==> src/rtl/alu_pipe.sv <==
`default_nettype none
// ============================================================================
// Module      : alu_pipe
// Description : Registered EX-stage ALU with valid/ready handshake on both
//               sides. Single-cycle logic/arith/shift ops complete in one
//               clock. An iterative shift-add multiply takes WIDTH clocks
//               and is built only when the macro ALU_MUL_EN is defined.
//               Without ALU_MUL_EN, opcode 1110 is reported as illegal.
//               The zero, overflow and illegal flags travel with the result.
// Revision    : 1.0 - initial release
// ============================================================================
module alu_pipe #(
    parameter int WIDTH = 32
) (
    input  logic             clk,
    input  logic             rst_n,
    input  logic             in_valid,
    output logic             in_ready,
    input  logic [3:0]       operation,
    input  logic [WIDTH-1:0] operand1,
    input  logic [WIDTH-1:0] operand2,
    output logic             out_valid,
    input  logic             out_ready,
    output logic [WIDTH-1:0] result,
    output logic             zero,
    output logic             overflow,
    output logic             illegal,
    output logic             busy
);

    localparam int SHAMT_W = $clog2(WIDTH);

    localparam logic [3:0] c_OP_AND = 4'b0000;
    localparam logic [3:0] c_OP_OR  = 4'b0001;
    localparam logic [3:0] c_OP_ADD = 4'b0010;
    localparam logic [3:0] c_OP_XOR = 4'b0011;
    localparam logic [3:0] c_OP_SUB = 4'b0110;
    localparam logic [3:0] c_OP_SLT = 4'b0111;
    localparam logic [3:0] c_OP_SLL = 4'b1000;
    localparam logic [3:0] c_OP_SRL = 4'b1001;
    localparam logic [3:0] c_OP_SRA = 4'b1010;
    localparam logic [3:0] c_OP_NOR = 4'b1100;

    logic [WIDTH-1:0]   r_result;
    logic               r_zero;
    logic               r_overflow;
    logic               r_illegal;
    logic               r_out_valid;

    logic [WIDTH-1:0]   w_sum;
    logic [WIDTH-1:0]   w_diff;
    logic [SHAMT_W-1:0] w_shamt;
    logic               w_lt;
    logic [WIDTH-1:0]   w_res;
    logic               w_ovf;
    logic               w_ill;
    logic               w_is_mul;
    logic               w_accept;
    logic               w_idle;
    logic               w_mul_done;
    logic [WIDTH-1:0]   w_mul_res;
    logic               w_mul_ovf;

    assign w_sum   = operand1 + operand2;
    assign w_diff  = operand1 - operand2;
    assign w_shamt = operand2[SHAMT_W-1:0];
    assign w_lt    = $signed(operand1) < $signed(operand2);

    // New work is taken only when idle and the output slot is free or being drained.
    assign in_ready = rst_n && w_idle && (!r_out_valid || out_ready);
    assign w_accept = in_valid && in_ready;

    // Single-cycle datapath: decode the opcode and produce result plus flags.
    always_comb begin
        w_res    = '0;
        w_ovf    = 1'b0;
        w_ill    = 1'b0;
        w_is_mul = 1'b0;
        case (operation)
            c_OP_AND: w_res = operand1 & operand2;
            c_OP_OR:  w_res = operand1 | operand2;
            c_OP_XOR: w_res = operand1 ^ operand2;
            c_OP_NOR: w_res = ~(operand1 | operand2);
            c_OP_ADD: begin
                w_res = w_sum;
                w_ovf = (operand1[WIDTH-1] == operand2[WIDTH-1]) &&
                        (w_sum[WIDTH-1] != operand1[WIDTH-1]);
            end
            c_OP_SUB: begin
                w_res = w_diff;
                w_ovf = (operand1[WIDTH-1] != operand2[WIDTH-1]) &&
                        (w_diff[WIDTH-1] != operand1[WIDTH-1]);
            end
            c_OP_SLT: w_res = {{(WIDTH-1){1'b0}}, w_lt};
            c_OP_SLL: w_res = operand1 << w_shamt;
            c_OP_SRL: w_res = operand1 >> w_shamt;
            c_OP_SRA: w_res = $signed(operand1) >>> w_shamt;
`ifdef ALU_MUL_EN
            4'b1110:  w_is_mul = 1'b1;
`endif
            default:  w_ill = 1'b1;
        endcase
    end

`ifdef ALU_MUL_EN
    localparam int         c_CNT_W   = $clog2(WIDTH) + 1;
    localparam logic [0:0] c_ST_IDLE = 1'b0;
    localparam logic [0:0] c_ST_MUL  = 1'b1;

    logic [0:0]         r_state;
    logic [c_CNT_W-1:0] r_count;
    logic [2*WIDTH-1:0] r_mcand;
    logic [2*WIDTH-1:0] r_acc;
    logic [WIDTH-1:0]   r_mplier;
    logic [2*WIDTH-1:0] w_acc_next;
    logic               w_start_mul;

    assign w_start_mul = w_accept && w_is_mul;
    assign w_acc_next  = r_acc + (r_mplier[0] ? r_mcand : {(2*WIDTH){1'b0}});
    assign w_idle      = (r_state == c_ST_IDLE);
    assign w_mul_done  = (r_state == c_ST_MUL) && (r_count == c_CNT_W'(1));
    assign w_mul_res   = w_acc_next[WIDTH-1:0];
    assign w_mul_ovf   = |w_acc_next[2*WIDTH-1:WIDTH];
    assign busy        = (r_state == c_ST_MUL);

    // Multiply sequencer: one conditional add and shift per clock, WIDTH iterations.
    always_ff @(posedge clk) begin
        if (!rst_n) begin
            r_state  <= c_ST_IDLE;
            r_count  <= '0;
            r_mcand  <= '0;
            r_acc    <= '0;
            r_mplier <= '0;
        end else begin
            case (r_state)
                c_ST_IDLE: begin
                    if (w_start_mul) begin
                        r_state  <= c_ST_MUL;
                        r_count  <= c_CNT_W'(WIDTH);
                        r_mcand  <= {{WIDTH{1'b0}}, operand1};
                        r_mplier <= operand2;
                        r_acc    <= '0;
                    end
                end
                c_ST_MUL: begin
                    r_acc    <= w_acc_next;
                    r_mcand  <= {r_mcand[2*WIDTH-2:0], 1'b0};
                    r_mplier <= {1'b0, r_mplier[WIDTH-1:1]};
                    r_count  <= r_count - c_CNT_W'(1);
                    if (r_count == c_CNT_W'(1)) begin
                        r_state <= c_ST_IDLE;
                    end
                end
                default: r_state <= c_ST_IDLE;
            endcase
        end
    end
`else
    assign w_idle     = 1'b1;
    assign w_mul_done = 1'b0;
    assign w_mul_res  = '0;
    assign w_mul_ovf  = 1'b0;
    assign busy       = 1'b0;
`endif

    // Output slot: load on single-cycle accept or multiply completion, clear when drained.
    always_ff @(posedge clk) begin
        if (!rst_n) begin
            r_result    <= '0;
            r_zero      <= 1'b0;
            r_overflow  <= 1'b0;
            r_illegal   <= 1'b0;
            r_out_valid <= 1'b0;
        end else if (w_accept && !w_is_mul) begin
            r_result    <= w_res;
            r_zero      <= (w_res == '0);
            r_overflow  <= w_ovf;
            r_illegal   <= w_ill;
            r_out_valid <= 1'b1;
        end else if (w_mul_done) begin
            r_result    <= w_mul_res;
            r_zero      <= (w_mul_res == '0);
            r_overflow  <= w_mul_ovf;
            r_illegal   <= 1'b0;
            r_out_valid <= 1'b1;
        end else if (out_ready) begin
            r_out_valid <= 1'b0;
        end
    end

    assign result    = r_result;
    assign zero      = r_zero;
    assign overflow  = r_overflow;
    assign illegal   = r_illegal;
    assign out_valid = r_out_valid;

endmodule
`default_nettype wire

==> config.mk <==
export PLATFORM = sky130hd
export DESIGN_NAME = alu_pipe
export DESIGN_NICKNAME = d
export VERILOG_FILES = /design/src/rtl/alu_pipe.sv
export SDC_FILE = /design/constraint.sdc
export NUM_CORES = 1
export LEC_CHECK = 0
export BUFFER_PORTS_ARGS = -buffer_cell sky130_fd_sc_hd__buf_2
export CAP_MARGIN = 5
export CELL_PAD_IN_SITES_DETAIL_PLACEMENT = 2
export CELL_PAD_IN_SITES_GLOBAL_PLACEMENT = 2
export CORE_UTILIZATION = 36
export CTS_CLUSTER_SIZE = 30
export DETAILED_ROUTE_END_ITERATION = 7
export PLACE_DENSITY = 0.84
export SLEW_MARGIN = 20
export SYNTH_ARGS = -nofsm -noshare
export SYNTH_HDL_FRONTEND = slang
export SYNTH_SLANG_ARGS = --single-unit
==> constraint.sdc <==
create_clock -name clk -period 6.5 [get_ports clk]
set_input_delay 0.325 -clock clk [delete_from_list [all_inputs] [get_ports clk]]
set_output_delay 0.325 -clock clk [all_outputs]
set_load 0.03 [all_outputs]
==> impl_results.md <==
* Status: completed
* Clock buffer depth at 2
* Pwr Density at 133 mW/mm2
* Post-Syn Area at 0.0117 mm2
* Final period util at 84.4%
* Clk pwr share at 16.1%
* Most frequently used flop master after synthesis: dfxtp_1
* R2r worst-path depth at 11
* DR WL/cell at 34.1 um
* Bufs and invs on worst path at 2
* Worst-path maximum fanout at 40
* Fin. max-slew vios at 0
* Initial antenna violation count at 1
* Layout cells sized above 1 at 16.7%
* R2R setup slack at 2.28 ns
* Max cap viols at 0
* TritonCTS clock tree: built
* DP HPWL at 55600 um
* P_sw at 0.000881 W
* WL final at 69600 um
* Vias in the first global route at 14825
* Clk sinks at 36
* Crit path launch: operand2[0]
* Yosys warns at 0
* Worst hold path class: in2reg
* Layout area overhead at 6.85%
* Max stage delay cell, worst path: nor3_1
* DR vias/cell at 7.26
* Core area at 0.0317 mm2
* Root buffer selected by CTS: clkbuf_16
* Syn nets at 1802
* Sw Share at 53.2%
* Full die area at 0.0332 mm2
* Gr usage total at 41.2%
* Leak at 5.11 nW
* Worst r2r dst: zero
* Minimum clock period after layout at 5.48 ns
* # hold bufs at CTS at 0
* CP required at 6.68 ns
* Die Width at 182 um
* DRT antenna net count at 0
* Buffers on Ports at 108
* Residual DRC count at 0
* VDD IR max at 0.112 mV
* Setup TNS at 0 ns
* Worst-path cell chain: buf_4, buf_4, mux2_2, mux2i_1, a21oi_1, o21ai_0, o22ai_1, nor3_1, nand3_1, or4_1, or4_1, or4_1, o41ai_2
* Worst clock skew at 0.00244 ns
* Resize count post-CTS at 0
* Post-synthesis sequential area ratio at 6.17%
* Synth cell types at 100
* Worst slew margin at 18.4%
* WHS at 0.321 ns
* 1st-iter DRT viols at 1706
* Maximum clock frequency at 182 MHz
* Stages on the worst setup path at 13
* RR Startpoint: out_valid
* Synth Register Bits at 36
* H-tree Lvls at 2
* Final setup fails at 0
* DR vias at 14832
* Num rows at 65
* FFs w/ async S/R, synth at 0%
* CP max stage delay at 0.62 ns
* Clk Latency, worst-skew pair at 0.28 ns
* Worst-Margin Slew at 1.21 ns
* Effective utilization at floorplan at 36.9%
* Flop pwr share at 15.1%
* Core Util, Final at 39.4%
* RePlAce Congestion at 1.01
* First-pass GRT wire length at 102000 um
* Largest net degree at the start of global routing at 58
* IO Pins at 110
* Critical Path End: zero
* WP data arrival at 5.67 ns
* Unrepaired setup endpoints after global routing: false
* Total congestion overflow at 0
* CP delay by family, top: simple AND/OR/NAND/NOR gates
* Comb pwr share at 68.8%
* Avg Inst Size Synth at 7.19 um2
* Crit path capture type: register
* Endpoints failing hold at 0
* Height of the die at 182 um
* Reg clk slew, reported paths at 0.05 ns
* Type of origin of the critical path: input pin
* Most numerous cell on the critical path: or4_1
* Detailed-router iteration count before antenna repair at 5
* Post-Syn Instances at 1626
* Number of synthesized flops with an enable pin at 0
* Critical path type: in2reg
* Pint at 0.000776 W
* Postcts setup bufs at 0
* Total CTS buffers at 5
* NumNets Final at 1814
-- per-layer routing --
metal	track usage (%)	vias up	share of wire, %
li1	-	6210	-
met1	55.7	7536	41
met2	66.0	898	45
met3	5.23	188	9.5
met4	17.0	0	4.7
met5	0	-	0
-- Yosys cell counts (all sizes together), types with 11 or more instances --
library cell    n  area, um2
nor3           50        250
nand2b         12       75.1
a221oi         18        164
o22ai          41        257
o31ai          18        135
nand2         138        526
clkbuf         89        404
o21ai          97        485
a21o           19        144
and2           12       75.1
dfxtp          36        721
a22oi          30        225
a21oi         109        546
nand3          65        325
ha            102       1280
mux2i          50        500
nor2          160        601
mux4           51       1150
mux2           25        282
nand4          15       93.8
nor4           28        196
a211oi         32        245
a221o          12        120
inv            95        357
nor2b          15       93.8
a31oi          18        113
a2111oi        12        111
buf            54        338
o221ai         12        105
o211ai         28        220
and3           11       70.1
-- cell usage in the layout, fill, tap and decap left out, types with 9 or more instances in the layout --
master and instances:
dfxtp_1 36, nand2b_1 12, inv_1 94, buf_4 44, o311ai_0 9, nand3_1 65
nor3_1 50, o22ai_1 41, a221o_1 12, a31oi_1 18, nand4_1 15, mux4_2 51
nor2_1 159, a211oi_1 31, o21ai_0 95, and3_1 10, mux2_2 25, a21o_1 18
o22a_1 10, a21oi_1 109, nor2b_1 15, and2_1 12, nand2_1 134, o21bai_1 9
o211ai_1 26, o221ai_1 12, a22oi_1 30, ha_1 102, mux2i_1 50, o31ai_1 18
a221oi_1 17, buf_2 106, a2111oi_0 9, nor4_1 25
-- worst min-delay path by stage --
stage | from | endpoint | slack (ns) | cells past startpoint
detailed placement | result[12] | result[12] | 0.45 | 2
global placement | result[17] | result[17] | 0.44 | 2
global route | in_valid | out_valid | 0.33 | 3
floorplan | in_valid | out_valid | 0.46 | 2
CTS | in_valid | out_valid | 0.32 | 3
finish | in_valid | out_valid | 0.32 | 3
-- stage by stage --
stage	instance area, um2	setup slack [ns]	instances	power, W
3_3_place_gp	12300	0.966	2033	0.00132
4_1_cts	12500	1.21	2041	0.00162
5_1_grt	12500	1.01	2041	0.00172
2_1_floorplan	11700	1.48	1626	0.000952
6_report	12500	1.02	2042	0.00166
3_5_place_dp	12300	0.918	2033	0.00135
-- cell families (layout without fill, tap and decap cells) --
logic type / after synthesis / count (layout) / share of synthesized area (%)
muxes: 126 / 126 / 16.5
adders and majority gates: 104 / 104 / 11.3
xor gates and xnor gates: 9 / 9 / 0.674
buffers and inverters: 242 / 255 / 9.63
other: 1 / 2 / 0.0321
AOI/OAI and AO/OA: 557 / 557 / 33.0
and+or+nand+nor: 551 / 551 / 22.7
DFF: 36 / 36 / 6.17
-- power by group through the flow --
stage | clock [W] | sequential (W) | combinational (W)
2_1_floorplan | 0 | 0.000294 | 0.000658
3_3_place_gp | 0 | 0.000254 | 0.00106
3_5_place_dp | 0 | 0.000256 | 0.00109
4_1_cts | 0.000273 | 0.000251 | 0.00110
5_1_grt | 0.000281 | 0.000253 | 0.00119
6_report | 0.000267 | 0.000251 | 0.00114
-- flip-flops by register name, indices dropped and copies added, names as in the netlist --
register / flops
zero: 1
overflow: 1
illegal: 1
result: 32
out_valid: 1
-- tightest hold or removal path: cells and delay by family --
| kind | cells | cell delay [ns] |
|---|---|---|
| buffers and inverters | 2 | 0.17 |
| AOI/OAI and AO/OA | 1 | 0.06 |
-- cell type report --
class,instances,area (um2)
Clock inverter,2,35.0
Inverter,97,364
Clock buffer,6,129
Sequential cell,36,721
Tap cell,402,503
Multi-Input combinational cell,1348,9880
Timing Repair Buffer,150,861
Fill cell,3845,19200
Antenna cell,1,2.50
Note: power is estimated with default switching activity, not from simulation.
